### src/rtl/pipe_stage_reg.sv
// Flow-controlled pipeline stage register with valid/ready handshake, flush and
// saturating stall counter. Define PIPE_REG_SKID_EN for a 2-entry skid with registered in_ready.
module pipe_stage_reg #(
    parameter int              WIDTH     = 71,
    parameter logic [WIDTH-1:0] RESET_VAL = {WIDTH{1'b0}},
    parameter int              CNT_W     = 16
) (
    input  logic             clk,
    input  logic             rst,
    input  logic             in_valid,
    output logic             in_ready,
    input  logic [WIDTH-1:0] in_data,
    input  logic             flush,
    output logic             out_valid,
    input  logic             out_ready,
    output logic [WIDTH-1:0] out_data,
    output logic [CNT_W-1:0] stall_cnt
);

    localparam logic [CNT_W-1:0] CNT_MAX = {CNT_W{1'b1}};

    logic             r_main_valid;
    logic [WIDTH-1:0] r_main_data;
    logic [CNT_W-1:0] r_stall_cnt;
    logic             w_accept;
    logic             w_emit;
    logic             w_stall;

    assign out_valid = r_main_valid;
    assign out_data  = r_main_data;
    assign stall_cnt = r_stall_cnt;
    assign w_accept  = in_valid & in_ready;
    assign w_emit    = r_main_valid & out_ready;
    assign w_stall   = r_main_valid & ~out_ready;

`ifdef PIPE_REG_SKID_EN
    logic             r_skid_valid;
    logic [WIDTH-1:0] r_skid_data;

    // Ready depends only on the skid flop, so no combinational path from out_ready.
    assign in_ready = ~r_skid_valid;

    always_ff @(posedge clk or posedge rst) begin
        if (rst) begin
            r_main_valid <= 1'b0;
            r_main_data  <= RESET_VAL;
            r_skid_valid <= 1'b0;
            r_skid_data  <= RESET_VAL;
        end else if (flush) begin
            r_main_valid <= 1'b0;
            r_skid_valid <= 1'b0;
        end else if (r_skid_valid) begin
            if (w_emit) begin
                r_main_data  <= r_skid_data;
                r_skid_valid <= 1'b0;
            end
        end else if (w_accept && (!r_main_valid || w_emit)) begin
            r_main_data  <= in_data;
            r_main_valid <= 1'b1;
        end else if (w_accept) begin
            r_skid_data  <= in_data;
            r_skid_valid <= 1'b1;
        end else if (w_emit) begin
            r_main_valid <= 1'b0;
        end
    end
`else
    assign in_ready = ~r_main_valid | out_ready;

    always_ff @(posedge clk or posedge rst) begin
        if (rst) begin
            r_main_valid <= 1'b0;
            r_main_data  <= RESET_VAL;
        end else if (flush) begin
            r_main_valid <= 1'b0;
        end else if (w_accept) begin
            r_main_data  <= in_data;
            r_main_valid <= 1'b1;
        end else if (w_emit) begin
            r_main_valid <= 1'b0;
        end
    end
`endif

    // Counter keeps running through flush; only reset clears it.
    always_ff @(posedge clk or posedge rst) begin
        if (rst) begin
            r_stall_cnt <= '0;
        end else if (w_stall && (r_stall_cnt != CNT_MAX)) begin
            r_stall_cnt <= r_stall_cnt + {{(CNT_W-1){1'b0}}, 1'b1};
        end
    end

endmodule

### config.mk
export PLATFORM = sky130hd
export DESIGN_NAME = pipe_stage_reg
export DESIGN_NICKNAME = d
export VERILOG_FILES = /design/src/rtl/pipe_stage_reg.sv
export SDC_FILE = /design/constraint.sdc
export NUM_CORES = 1
export LEC_CHECK = 0
export ABC_AREA = 1
export BUFFER_PORTS_ARGS = -buffer_cell sky130_fd_sc_hd__clkbuf_2
export CAP_MARGIN = 30
export CELL_PAD_IN_SITES_DETAIL_PLACEMENT = 1
export CELL_PAD_IN_SITES_GLOBAL_PLACEMENT = 1
export CORE_AREA = 2 2 89 113
export CTS_BUF_LIST = sky130_fd_sc_hd__clkbuf_4
export DETAILED_ROUTE_END_ITERATION = 8
export DIE_AREA = 0 0 91 115
export PLACE_DENSITY = 0.88
export RECOVER_POWER = 100
export SKIP_CTS_REPAIR_TIMING = 1
export SYNTH_ARGS = -nofsm -noshare
export SYNTH_HDL_FRONTEND = slang
export SYNTH_SLANG_ARGS = --single-unit
### constraint.sdc
create_clock -name clk -period 8.9 [get_ports clk]
set_input_delay 1.78 -clock clk [delete_from_list [all_inputs] [get_ports clk]]
set_output_delay 1.78 -clock clk [all_outputs]
set_load 0.005 [all_outputs]
==> results of run 1 <==
[per-layer routing]
metal | vias up | GRT usage [%]
li1 | 1346 | -
met1 | 1427 | 20.3
met2 | 98 | 37.3
met3 | 19 | 3.34
met4 | 0 | 9.60
met5 | - | 0
[cells in the mapped netlist (all sizes together), types with 2 or more instances]
| master | number | share of area (%) |
|---|---|---|
| nand3b | 4 | 0.81 |
| o21ai | 4 | 0.54 |
| nor2 | 22 | 2.8 |
| buf | 8 | 1.7 |
| dfrtp | 88 | 60 |
| xnor2 | 2 | 0.47 |
| nand4 | 7 | 1.2 |
| nand2 | 68 | 7.5 |
| mux2 | 71 | 22 |
| nand3 | 8 | 1.1 |
| inv | 20 | 2.0 |
[critical path: cells and delay by family]
| kind | cells | cell delay, ns |
|---|---|---|
| buf+inv | 4 | 3.56 |
[final timing paths]
path | start | end | slack [ns] | cells after the start
worst max-delay path | rst | out_data[40] | 3.49 | 4
min in group asynchronous | rst | stall_cnt[1] | 2.04 | 3
worst min register to register | out_data[38] | out_data[38] | 0.51 | 1
worst min-delay path | out_data[38] | out_data[38] | 0.51 | 1
max in group clk | out_ready | out_data[15] | 3.84 | 6
worst max register to register | out_valid | out_data[15] | 4.92 | 4
[sequential cells by signal, summed over array words and instances (netlist names)]
| name | count |
|---|---|
| out_data | 71 |
| stall_cnt | 16 |
| out_valid | 1 |
[cell type report]
class / count / area (um^2) / share of cell area [%]
Sequential cell: 88 / 2200 / 47.2
Inverter: 20 / 76.3 / 1.64
Tap cell: 126 / 158 / 3.38
Multi-Input combinational cell: 188 / 1340 / 28.6
Clock buffer: 12 / 90.1 / 1.93
Timing Repair Buffer: 167 / 759 / 16.3
Clock inverter: 3 / 42.5 / 0.912
[per-stage QoR]
stage	worst slack (ns)	area (um^2)	instances	util, %	hold slack (ns)
floorplan	4.84	3690	304	-	0.489
global placement	4.92	4620	588	49.1	0.474
finish	3.49	4660	604	49.6	0.505
global route	2.60	4660	604	49.6	0.529
detailed placement	4.92	4650	589	49.4	0.483
CTS	4.92	4780	604	50.8	0.512
[logic make-up (layout without fill, tap and decap cells)]
family / count (synthesis) / in the layout / share of synthesized area (%)
DFF: 88 / 88 / 59.6
muxes: 71 / 71 / 21.7
AOI/OAI and AO/OA: 5 / 5 / 0.677
adders and majority gates: 1 / 1 / 0.339
and+or+nand+nor: 109 / 109 / 13.5
xor gates and xnor gates: 2 / 2 / 0.475
buffers and inverters: 28 / 202 / 3.76
[power groups by stage]
stage	Combinational [mW]	Sequential, mW	Clock (mW)
6_report	0.176	0.504	0.223
3_3_place_gp	0.179	0.506	0
4_1_cts	0.192	0.506	0.232
2_1_floorplan	0.0803	0.511	0
3_5_place_dp	0.192	0.514	0
5_1_grt	0.196	0.514	0.250
==> metrics list, run 1 <==
- The net count of the finished layout is 551.
- Comb power frac: 19.5%
* Total die area: 10500 um^2
- Unique cell type count in the Yosys netlist: 21
- Async SR Flop Fraction: 100%
- The share of total power dissipated in the clock network is 24.7%.
- Number of enable flip-flop cells after synthesis: 0
- After synthesis the cells add up to 3690 um^2.
- The routed design uses 468 um of met3 wire.
- Height of the chip: 115 um
- The via count of the first global-routing pass is 3214.
- Share of synthesized area occupied by flip-flops and latches: 59.6%
- For this run, design rule violations remaining after detail routing come to 0.
- The worst pin sits at a relative slew slack of -114%.
* Floorplan row count: 40
- Synthesis produced a netlist with a net count of 381.
- Overall power consumption after layout is estimated at 0.903 mW.
* Core outline area: 9410 um^2
- CP Capture Type: asynchronous set/reset pin
* Critical path's slowest cell: clkbuf_1
* Prevailing post-synth register cell: dfrtp_1
- Number of iterations in the first detailed-routing pass: 3
- For this run, the top clock speed supported by timing is 0.185 GHz.
- The count of final hold-check violations was 0.
- Wire length of the first global-routing pass: 15600 um
- Type of the setup path with the least slack: primary input to asynchronous set/reset pin
* Met2 Routed Length: 5570 um
- Summed over all nets, the half-perimeter wirelength after detailed placement is 7770 um.
- Most common cell after layout, fill and taps aside: clkbuf_2
* Metal-1 WL: 3560 um
- Yosys printed 0 warnings.
- Layout Skew: 0.0106 ns
- Worst min-delay path category: register to register
- Pin slew with the least headroom to its limit: 3.21 ns
- Vias: 2890
* Grt ovf: 0
- For this design the ratio of total power to cell area is 194 nW/um^2.
* Leading cell types in the layout, fill and taps excluded: clkbuf_2 (106), dfrtp_1 (88), nand2_1 (65)
* Antenna violation net count after detailed routing: 0
* Sequential Power Share: 55.9%
- The detailed router used layers up to and including met4.
- Placer Congestion: 0.754
- In this run the number of H-tree levels came out at 3.
- TritonCTS buffer count: 9
- Global routing consumed, over all layers together, 19.4% of the routing resources.
* Post-Syn Area per Cell: 12.1 um^2
- Status: complete, but fails checks
* Maximum number of pins on one net before global-route repair: 62
* CTS tree: yes
- Worst-Skew Late Latency: 0.42 ns
- # clock sinks: 88
- Startpoint types: primary input
* Data arrival time of the critical path: 5.38 ns
- Post-detailed-route via-to-cell ratio: 4.78
- Layout cell share with drive strength beyond 1: 34.5%
- In this run the clock root is driven by a clkbuf_4.
* Cell type with the highest occurrence count on the critical path: clkbuf_1
* Largest fanout of any net on the critical path: 53
- Layout overhead on the synthesized area: 26.3%
* Ant. Diodes: 0
* Port Buffer Count: 164
- Setup_tns: 0 ns
- The critical path goes through clkbuf_1 > clkinvlp_2 > clkbuf_1 > clkbuf_1.
- Dividing the detail-routed wire length by the instance count gives 16.2 um.
* Post-Syn Instances: 304
* Endpoint required time on the critical path: 8.87 ns
- Internal power comes to 0.647 mW.
- Pins over their slew limit: 153
- Setup violations remaining at the end of the flow were counted as 0.
* Leak Pwr: 2.24 nW
- Starting DRC count in detailed routing: 55
- Wires add up to 9800 um.
- For this run, the slowest stage of the critical path takes 2.01 ns.
* #FFs+latches synth: 88
* Number of filler cells placed in the layout: 1112
- Initial Util: 39.2%
- Setup repair after global routing left no endpoint under its margin.
- Max-cap violations in this run came to 3.
- The longest clock path from root to sink contains 2 buffers.
- Violated checks: max-capacitance violations, max-slew violations
- Switching share of power: 28.3%
* Peak VDD IR: 0.0871 mV
- The number of antenna violations at the first check in global routing was 0.
- After layout, the worst path uses 60.8% of the clock period.
- Reported net switching power: 0.255 mW
* Minimum period implied by the final worst setup slack: 5.41 ns
- The die is 91 um wide.
- During I/O placement, the number of pins put on the boundary was 165.
- Clock-pin slew was measured on the worst setup and hold paths at 0.13 ns.
Note: power is estimated with default switching activity, not from simulation.
==> run 2, diff against run 1 <==
--- a/config.mk
+++ b/config.mk
@@ -10,11 +10,11 @@
 export CAP_MARGIN = 30
 export CELL_PAD_IN_SITES_DETAIL_PLACEMENT = 1
 export CELL_PAD_IN_SITES_GLOBAL_PLACEMENT = 1
-export CORE_AREA = 2 2 89 113
+export CORE_AREA = 2 2 98 124
 export CTS_BUF_LIST = sky130_fd_sc_hd__clkbuf_4
 export DETAILED_ROUTE_END_ITERATION = 8
-export DIE_AREA = 0 0 91 115
-export PLACE_DENSITY = 0.88
+export DIE_AREA = 0 0 100 126
+export PLACE_DENSITY = 0.77
 export RECOVER_POWER = 100
 export SKIP_CTS_REPAIR_TIMING = 1
 export SYNTH_ARGS = -nofsm -noshare
==> constraint.sdc (replaced) <==
create_clock -name clk -period 4.5 [get_ports clk]
set_input_delay 0.9 -clock clk [delete_from_list [all_inputs] [get_ports clk]]
set_output_delay 0.9 -clock clk [all_outputs]
set_load 0.005 [all_outputs]
==> run 2 against run 1 <==
  * The run still ends with max-capacitance violations, max-slew violations left
  * Clock skew up 0.0086 ns
  * Non-clock buffer count is the same
  * Critical path depth increased by 2
  * Final area grew 1.3%
  * Global-route usage fell by 4.8 points
  * Power up 97%
  * Register-to-register slack got worse by 2.9 ns
  * First-iteration DRC count is 31% lower
  * Critical path type is now primary input to register
  * Highest routed layer unchanged
==> metrics list, run 2 (synthesis gave the netlist of run 1 again) <==
* Port Buffer Count: 164 (unchanged)
- The count of clock tree sinks is 88 (unchanged).
- Leak Pwr: 2.27 nW (was 2.24 nW)
- Leading cell types in the layout, fill and taps excluded: clkbuf_2 (118), dfrtp_1 (88), nand2_1 (64) (was clkbuf_2 (106), dfrtp_1 (88), nand2_1 (65))
- Vias: 2829 (was 2890)
- The post-route antenna net violation count is 0 (unchanged).
- Total power: 1.78 mW (was 0.903 mW)
* Layout cell share with drive strength beyond 1: 38.2% (was 34.5%)
- Placed instance count: 601 (was 589)
* Die Width: 100 um (was 91 um)
- The classification of the worst setup path is primary input to register (was primary input to asynchronous set/reset pin).
- Max FFs per register: 71 (unchanged)
- Hold Violations, Final: 0 (unchanged)
- The power per cell area is 377 nW/um^2 (was 194 nW/um^2).
- The deepest clock path buffer count came to 2 (unchanged).
- Number of levels in the clock H-tree: 3 (unchanged)
- The clock transition time at the flip-flop clock pins of the worst setup and hold paths came to 0.15 ns (was 0.13 ns).
- The total track usage was 14.5% (was 19.4%).
- Total die area: 12600 um^2 (was 10500 um^2)
* Maximum number of pins on one net before global-route repair: 72 (was 62)
* Core outline area: 11500 um^2 (was 9410 um^2)
* Floorplan row count: 44 (was 40)
* Height of the chip: 126 um (was 115 um)
- Status: complete, but fails checks (unchanged).
- The total of max-cap violations came to 1 (was 3).
- Peak VDD IR: 0.169 mV (was 0.0871 mV)
- Average detailed-routed wire length per instance: 14.7 um (was 16.2 um)
- The half-perimeter wire length after placement is 7180 um (was 7770 um).
- Post-detailed-route via-to-cell ratio: 4.59 (was 4.78)
- Startpoint types: primary input (unchanged)
* Worst min-delay path category: primary input to asynchronous set/reset pin (was register to register)
- RSZ-0062 raised after global routing: no (unchanged)
- The actual slew at the worst max-slew pin was 1.76 ns (was 3.21 ns).
- Maximum clock frequency: 0.367 GHz
* Pins over their slew limit: 72 (was 153)
- Initial antenna violation count: 0 (unchanged)
* Wire length of the first global-routing pass: 14400 um (was 15600 um)
- Worst-Skew Late Latency: 0.42 ns (about the same)
- The commonest non-fill, non-tap cell in the layout was clkbuf_2 (unchanged).
- Data arrival time of the critical path: 3.02 ns (was 5.38 ns)
* Total setup violations reported at the end of the flow: 0 (unchanged)
- Initial Util: 32.2% (was 39.2%)
* Top Ports: 165 (unchanged)
- The endpoint kind of the worst setup timing path is a register (was asynchronous set/reset pin).
- Largest fanout of any net on the critical path: 71 (was 53)
- The CTS buffer count was 9 (unchanged).
- Starting DRC count in detailed routing: 38 (was 55)
- The final setup skew was 0.0192 ns (was 0.0106 ns).
* DRC violations left: 0 (unchanged)
- The worst slew margin relative to its limit was -17.4% (was -114%).
* Placer Congestion: 0.798 (was 0.754)
* Non-filler cells in the finished layout: 617 (was 604)
- Dividing the final minimum period by the clock period gives 60.5%.
- The total global routing overflow is 0 (unchanged).
- The number of antenna diodes is 0 (unchanged).
* Routed wire length: 9070 um (was 9800 um)
* Violated checks: max-capacitance violations, max-slew violations (unchanged)
- Endpoint required time on the critical path: 4.80 ns (was 8.87 ns)
- Minimum period implied by the final worst setup slack: 2.72 ns
* CTS tree: yes (unchanged)
- Number of iterations in the first detailed-routing pass: 4 (was 3)
- Setup_tns: 0 ns (unchanged)
- Final net count: 551 (unchanged)
- Number of filler cells placed in the layout: 1347 (was 1112)
- The via count of the first global-routing pass was 3058 (was 3214).
* Layout overhead on the synthesized area: 28.0% (was 26.3%)
- Clk root buf: clkbuf_4 (unchanged)
-- run 2: worst paths after layout --
kind | from | to | slack (ns) | depth (start not counted)
worst max register to register | out_valid | out_data[45] | 1.99 | 4
max in group asynchronous | rst | stall_cnt[0] | 2.46 | 3
worst min register to register | out_data[63] | out_data[63] | 0.50 | 1
min in group clk | out_data[63] | out_data[63] | 0.50 | 1
worst max-delay path | out_ready | out_data[45] | 1.78 | 6
worst min-delay path | rst | out_data[69] | 0.48 | 2
-- run 2: where the power goes --
group	total (mW)	internal [mW]	leakage, nW	switching [mW]
Sequential	0.995	0.914	1.06	0.0802
Combinational	0.349	0.187	1.13	0.162
Clock	0.439	0.170	0.0777	0.269
-- run 2: stage by stage --
| stage | hold slack, ns | util (%) | setup slack (ns) | cell area, um^2 |
|---|---|---|---|---|
| 2_1_floorplan | 0.489 | - | 1.32 | 3690 |
| 3_3_place_gp | 0.472 | 40.5 | 2.05 | 4640 |
| 3_5_place_dp | 0.482 | 40.7 | 1.99 | 4670 |
| 4_1_cts | 0.313 | 41.9 | 2.32 | 4800 |
| 5_1_grt | 0.485 | 41.3 | 1.63 | 4730 |
| 6_report | 0.478 | 41.3 | 1.78 | 4730 |
-- run 2: layout make-up --
class                   count  area [um^2]  area share [%]
inverters                  20         76.3            1.62
flip-flops and latches     88         2200            46.6
clock inverters             7         70.1            1.48
repair buffers            167          798            16.9
clock buffers               9         67.6            1.43
well taps                 138          173            3.65
multi-input cells         188         1340            28.3
-- run 2: worst max-delay path: stages --
cell and delay, ns:
clkbuf_2 0.08, inv_1 0.04, nand2_1 0.15, nand2_2 0.11
clkbuf_2 1.23, mux2_2 0.44
-- run 2: metal layers --
layer / vias up / global-route usage (%) / part of all wire, %
met4: 0 / 6.69 / 2.1
met2: 92 / 28.0 / 56
met1: 1373 / 14.6 / 37
li1: 1349 / - / -
met5: - / 0 / 0
met3: 15 / 3.05 / 5.7
==> run 3, diff against run 2 <==
--- a/config.mk
+++ b/config.mk
@@ -10,11 +10,11 @@
 export CAP_MARGIN = 30
 export CELL_PAD_IN_SITES_DETAIL_PLACEMENT = 1
 export CELL_PAD_IN_SITES_GLOBAL_PLACEMENT = 1
-export CORE_AREA = 2 2 98 124
+export CORE_AREA = 2 2 93 117
 export CTS_BUF_LIST = sky130_fd_sc_hd__clkbuf_4
 export DETAILED_ROUTE_END_ITERATION = 8
-export DIE_AREA = 0 0 100 126
-export PLACE_DENSITY = 0.77
+export DIE_AREA = 0 0 95 119
+export PLACE_DENSITY = 0.82
 export RECOVER_POWER = 100
 export SKIP_CTS_REPAIR_TIMING = 1
 export SYNTH_ARGS = -nofsm -noshare
==> constraint.sdc (replaced) <==
create_clock -name clk -period 2.6 [get_ports clk]
set_input_delay 0.52 -clock clk [delete_from_list [all_inputs] [get_ports clk]]
set_output_delay 0.52 -clock clk [all_outputs]
set_load 0.005 [all_outputs]
==> run 3 against run 2 <==
  * The flow now finishes without violations
  * Clock skew down 0.0014 ns
  * Flip-flop and latch count is the same
  * Utilization up 4.3 points
  * Wire length increased by 1.3%
  * Non-clock buffer count did not move
  * Via count increased by 0.71%
  * Cell count shrank 0.97%
  * Largest power group unchanged
  * Highest routed layer unchanged
==> metrics list, run 3 (synthesis gave the netlist of run 1 again) <==
- The cell total after placement is 595 (was 601).
* Leak Pwr: 2.25 nW (was 2.27 nW)
- The setup slack after layout came to 0.641 ns (was 1.78 ns).
* Total setup violations reported at the end of the flow: 0 (unchanged)
- The iteration count of the initial detailed-routing pass came to 4 (unchanged).
- The data arrival time at the worst-slack endpoint came to 2.28 ns (was 3.02 ns).
* Startpoint types: register (was primary input)
- The first-pass GRT wire length came to 14400 um (about the same).
- The via count of the first global-routing pass came to 2933 (was 3058).
- Endpoint required time on the critical path: 2.92 ns (was 4.80 ns)
- The die footprint is 11300 um^2 (was 12600 um^2).
* Remaining max-slew budget at the tightest pin: 63.4% (was -17.4%)
* DRC violations left: 0 (unchanged)
* Peak VDD IR: 0.389 mV (was 0.169 mV)
- Maximum clock frequency: 0.510 GHz
* Overall routing resource usage: 16.7% (was 14.5%)
* Placer Congestion: 0.784 (was 0.798)
- The pin count of the biggest net entering global routing was 89 (was 72).
* Initial Util: 35.7% (was 32.2%)
- The clock tree from TritonCTS was yes (unchanged).
- The layout-stage area growth over the synthesis result is 27.8% (was 28.0%).
* TritonCTS buffer count: 9 (unchanged)
- Post-route clock period utilization: 75.4%
- The number of pins with negative max-slew slack in the final report is 0 (was 72).
* Detailed-placement wirelength estimate: 7150 um (was 7180 um)
* RSZ-0062 raised after global routing: no (unchanged)
- The post-route antenna net violation count is 0 (unchanged).
- Layout Skew: 0.0178 ns (was 0.0192 ns)
- The initial DRC count is 50 (was 38).
* Number of levels in the clock H-tree: 3 (unchanged)
- The worst stage delay on the critical path is 0.46 ns (was 1.23 ns).
- The flip-flop count of the largest register after layout came to 71 (unchanged).
* Average detailed-routed wire length per instance: 15.0 um (was 14.7 um)
- The worst hold path class is primary input to asynchronous set/reset pin (unchanged).
* Critical path's slowest cell: dfrtp_1 (was clkbuf_2)
* # clock sinks: 88 (unchanged)
- Post-place setup slack: 0.650 ns (was 1.99 ns)
* CP bufs+invs: 2 (was 3)
- The total vias in the final route came to 2849 (was 2829).
- Die Width: 95 um (was 100 um)
* Cell Chain, Critical Path: ha_1 > inv_1 > nor2_1 > nand2_1 > inv_1 > nand2_1 > nand2_1 > nand2_1 > o21ai_0 (was clkbuf_2 > inv_1 > nand2_1 > nand2_2 > clkbuf_2 > mux2_2)
- Leading cell types in the layout, fill and taps excluded: clkbuf_2 (111), dfrtp_1 (88), nand2_1 (65) (was clkbuf_2 (118), dfrtp_1 (88), nand2_1 (64))
- Largest fanout of any net on the critical path: 13 (was 71)
- Type of the setup path with the least slack: register to register (was primary input to register)
- The deepest clock path buffer count is 2 (unchanged).
* Total power: 3.09 mW (was 1.78 mW)
- Setup_tns: 0 ns (unchanged)
* Port Buffer Count: 164 (unchanged)
- Clk root buf: clkbuf_4 (unchanged)
- Worst-Skew Late Latency: 0.43 ns (was 0.42 ns)
- The fraction of final layout cells with drive strength greater than 1 came to 36.5% (was 38.2%).
- The net count reported at finish was 551 (unchanged).
- Top Ports: 165 (unchanged)
- The number of antenna diodes was 0 (unchanged).
- The most prevalent standard cell on the critical path is nand2_1 (was clkbuf_2).
* Power Density: 654 nW/um^2 (was 377 nW/um^2)
- Status: complete, no violations (was complete, but fails checks)
- The endpoint kind of the worst setup timing path is a register (unchanged).
- Reg clk slew, reported paths: 0.15 ns (about the same)
- Most common cell after layout, fill and taps aside: clkbuf_2 (unchanged)
- Crit-path leading delay family: simple AND/OR/NAND/NOR gates (was buffers and inverters)
- The post-place instance area was 4670 um^2 (unchanged).
* Core outline area: 10400 um^2 (was 11500 um^2)
- The total routed wirelength came to 9190 um (was 9070 um).
- Initial antenna violation count: 0 (unchanged)
- The via-per-instance ratio is 4.66 (was 4.59).
* Pin slew with the least headroom to its limit: 0.548 ns (was 1.76 ns)
- The final cell count without fillers is 611 (was 617).
- Floorplan row count: 42 (was 44)
- Area of all placed cells without fillers: 4720 um^2 (was 4730 um^2)
* Minimum period implied by the final worst setup slack: 1.96 ns
- Hold Violations, Final: 0 (unchanged)
- Height of the chip: 119 um (was 126 um)
* Max Cap Viol: 0 (was 1)
* Grt ovf: 0 (unchanged)
## run 3: cell types whose count changed in the layout (fill, tap and decap cells not counted), sizes merged
| cell | change |
|---|---|
| clkinv | -2 |
| clkbuf | -3 |
| clkinvlp | +2 |
| buf | +3 |
## run 3: metal layers
metal / wire length [um] / global-route usage [%]
met1: 3530 / 18.7
met2: 4950 / 30.0
met3: 518 / 3.42
met4: 194 / 7.07
met5: 0 / 0
## run 3: final timing paths
kind	from	end	slack (ns)	cells past startpoint
setup / recovery	stall_cnt[0]	stall_cnt[2]	0.64	9
hold / removal	rst	out_data[7]	0.22	3
setup reg to reg	stall_cnt[0]	stall_cnt[2]	0.64	9
hold reg to reg	out_data[64]	out_data[64]	0.51	1
max in group asynchronous	rst	stall_cnt[5]	2.02	3
min in group clk	flush	out_valid	0.25	2
## run 3: area by class of cell
cell class	count	area (um^2)
well taps	132	165
repair buffers	167	802
clock buffers	9	67.6
multi-input cells	188	1340
flip-flops and latches	88	2200
inverters	20	76.3
clock inverters	7	70.1
fillers	1207	5630
## run 3: tightest hold or removal path, delay by kind of cell
family	cells	cell delay [ns]
buffers and inverters	3	0.59
## run 3: power by group
| part | leakage (nW) | switching (mW) | internal, mW |
|---|---|---|---|
| Combinational | 1.12 | 0.281 | 0.317 |
| Clock | 0.0676 | 0.477 | 0.292 |
| Sequential | 1.06 | 0.138 | 1.58 |
## run 3: metrics by stage
stage               hold WS [ns]  utilization (%)
global placement           0.472             45.1
floorplan                  0.489                -
finish                     0.223             45.6
detailed placement         0.484             45.1
global route               0.210             45.6
CTS                        0.190             46.4
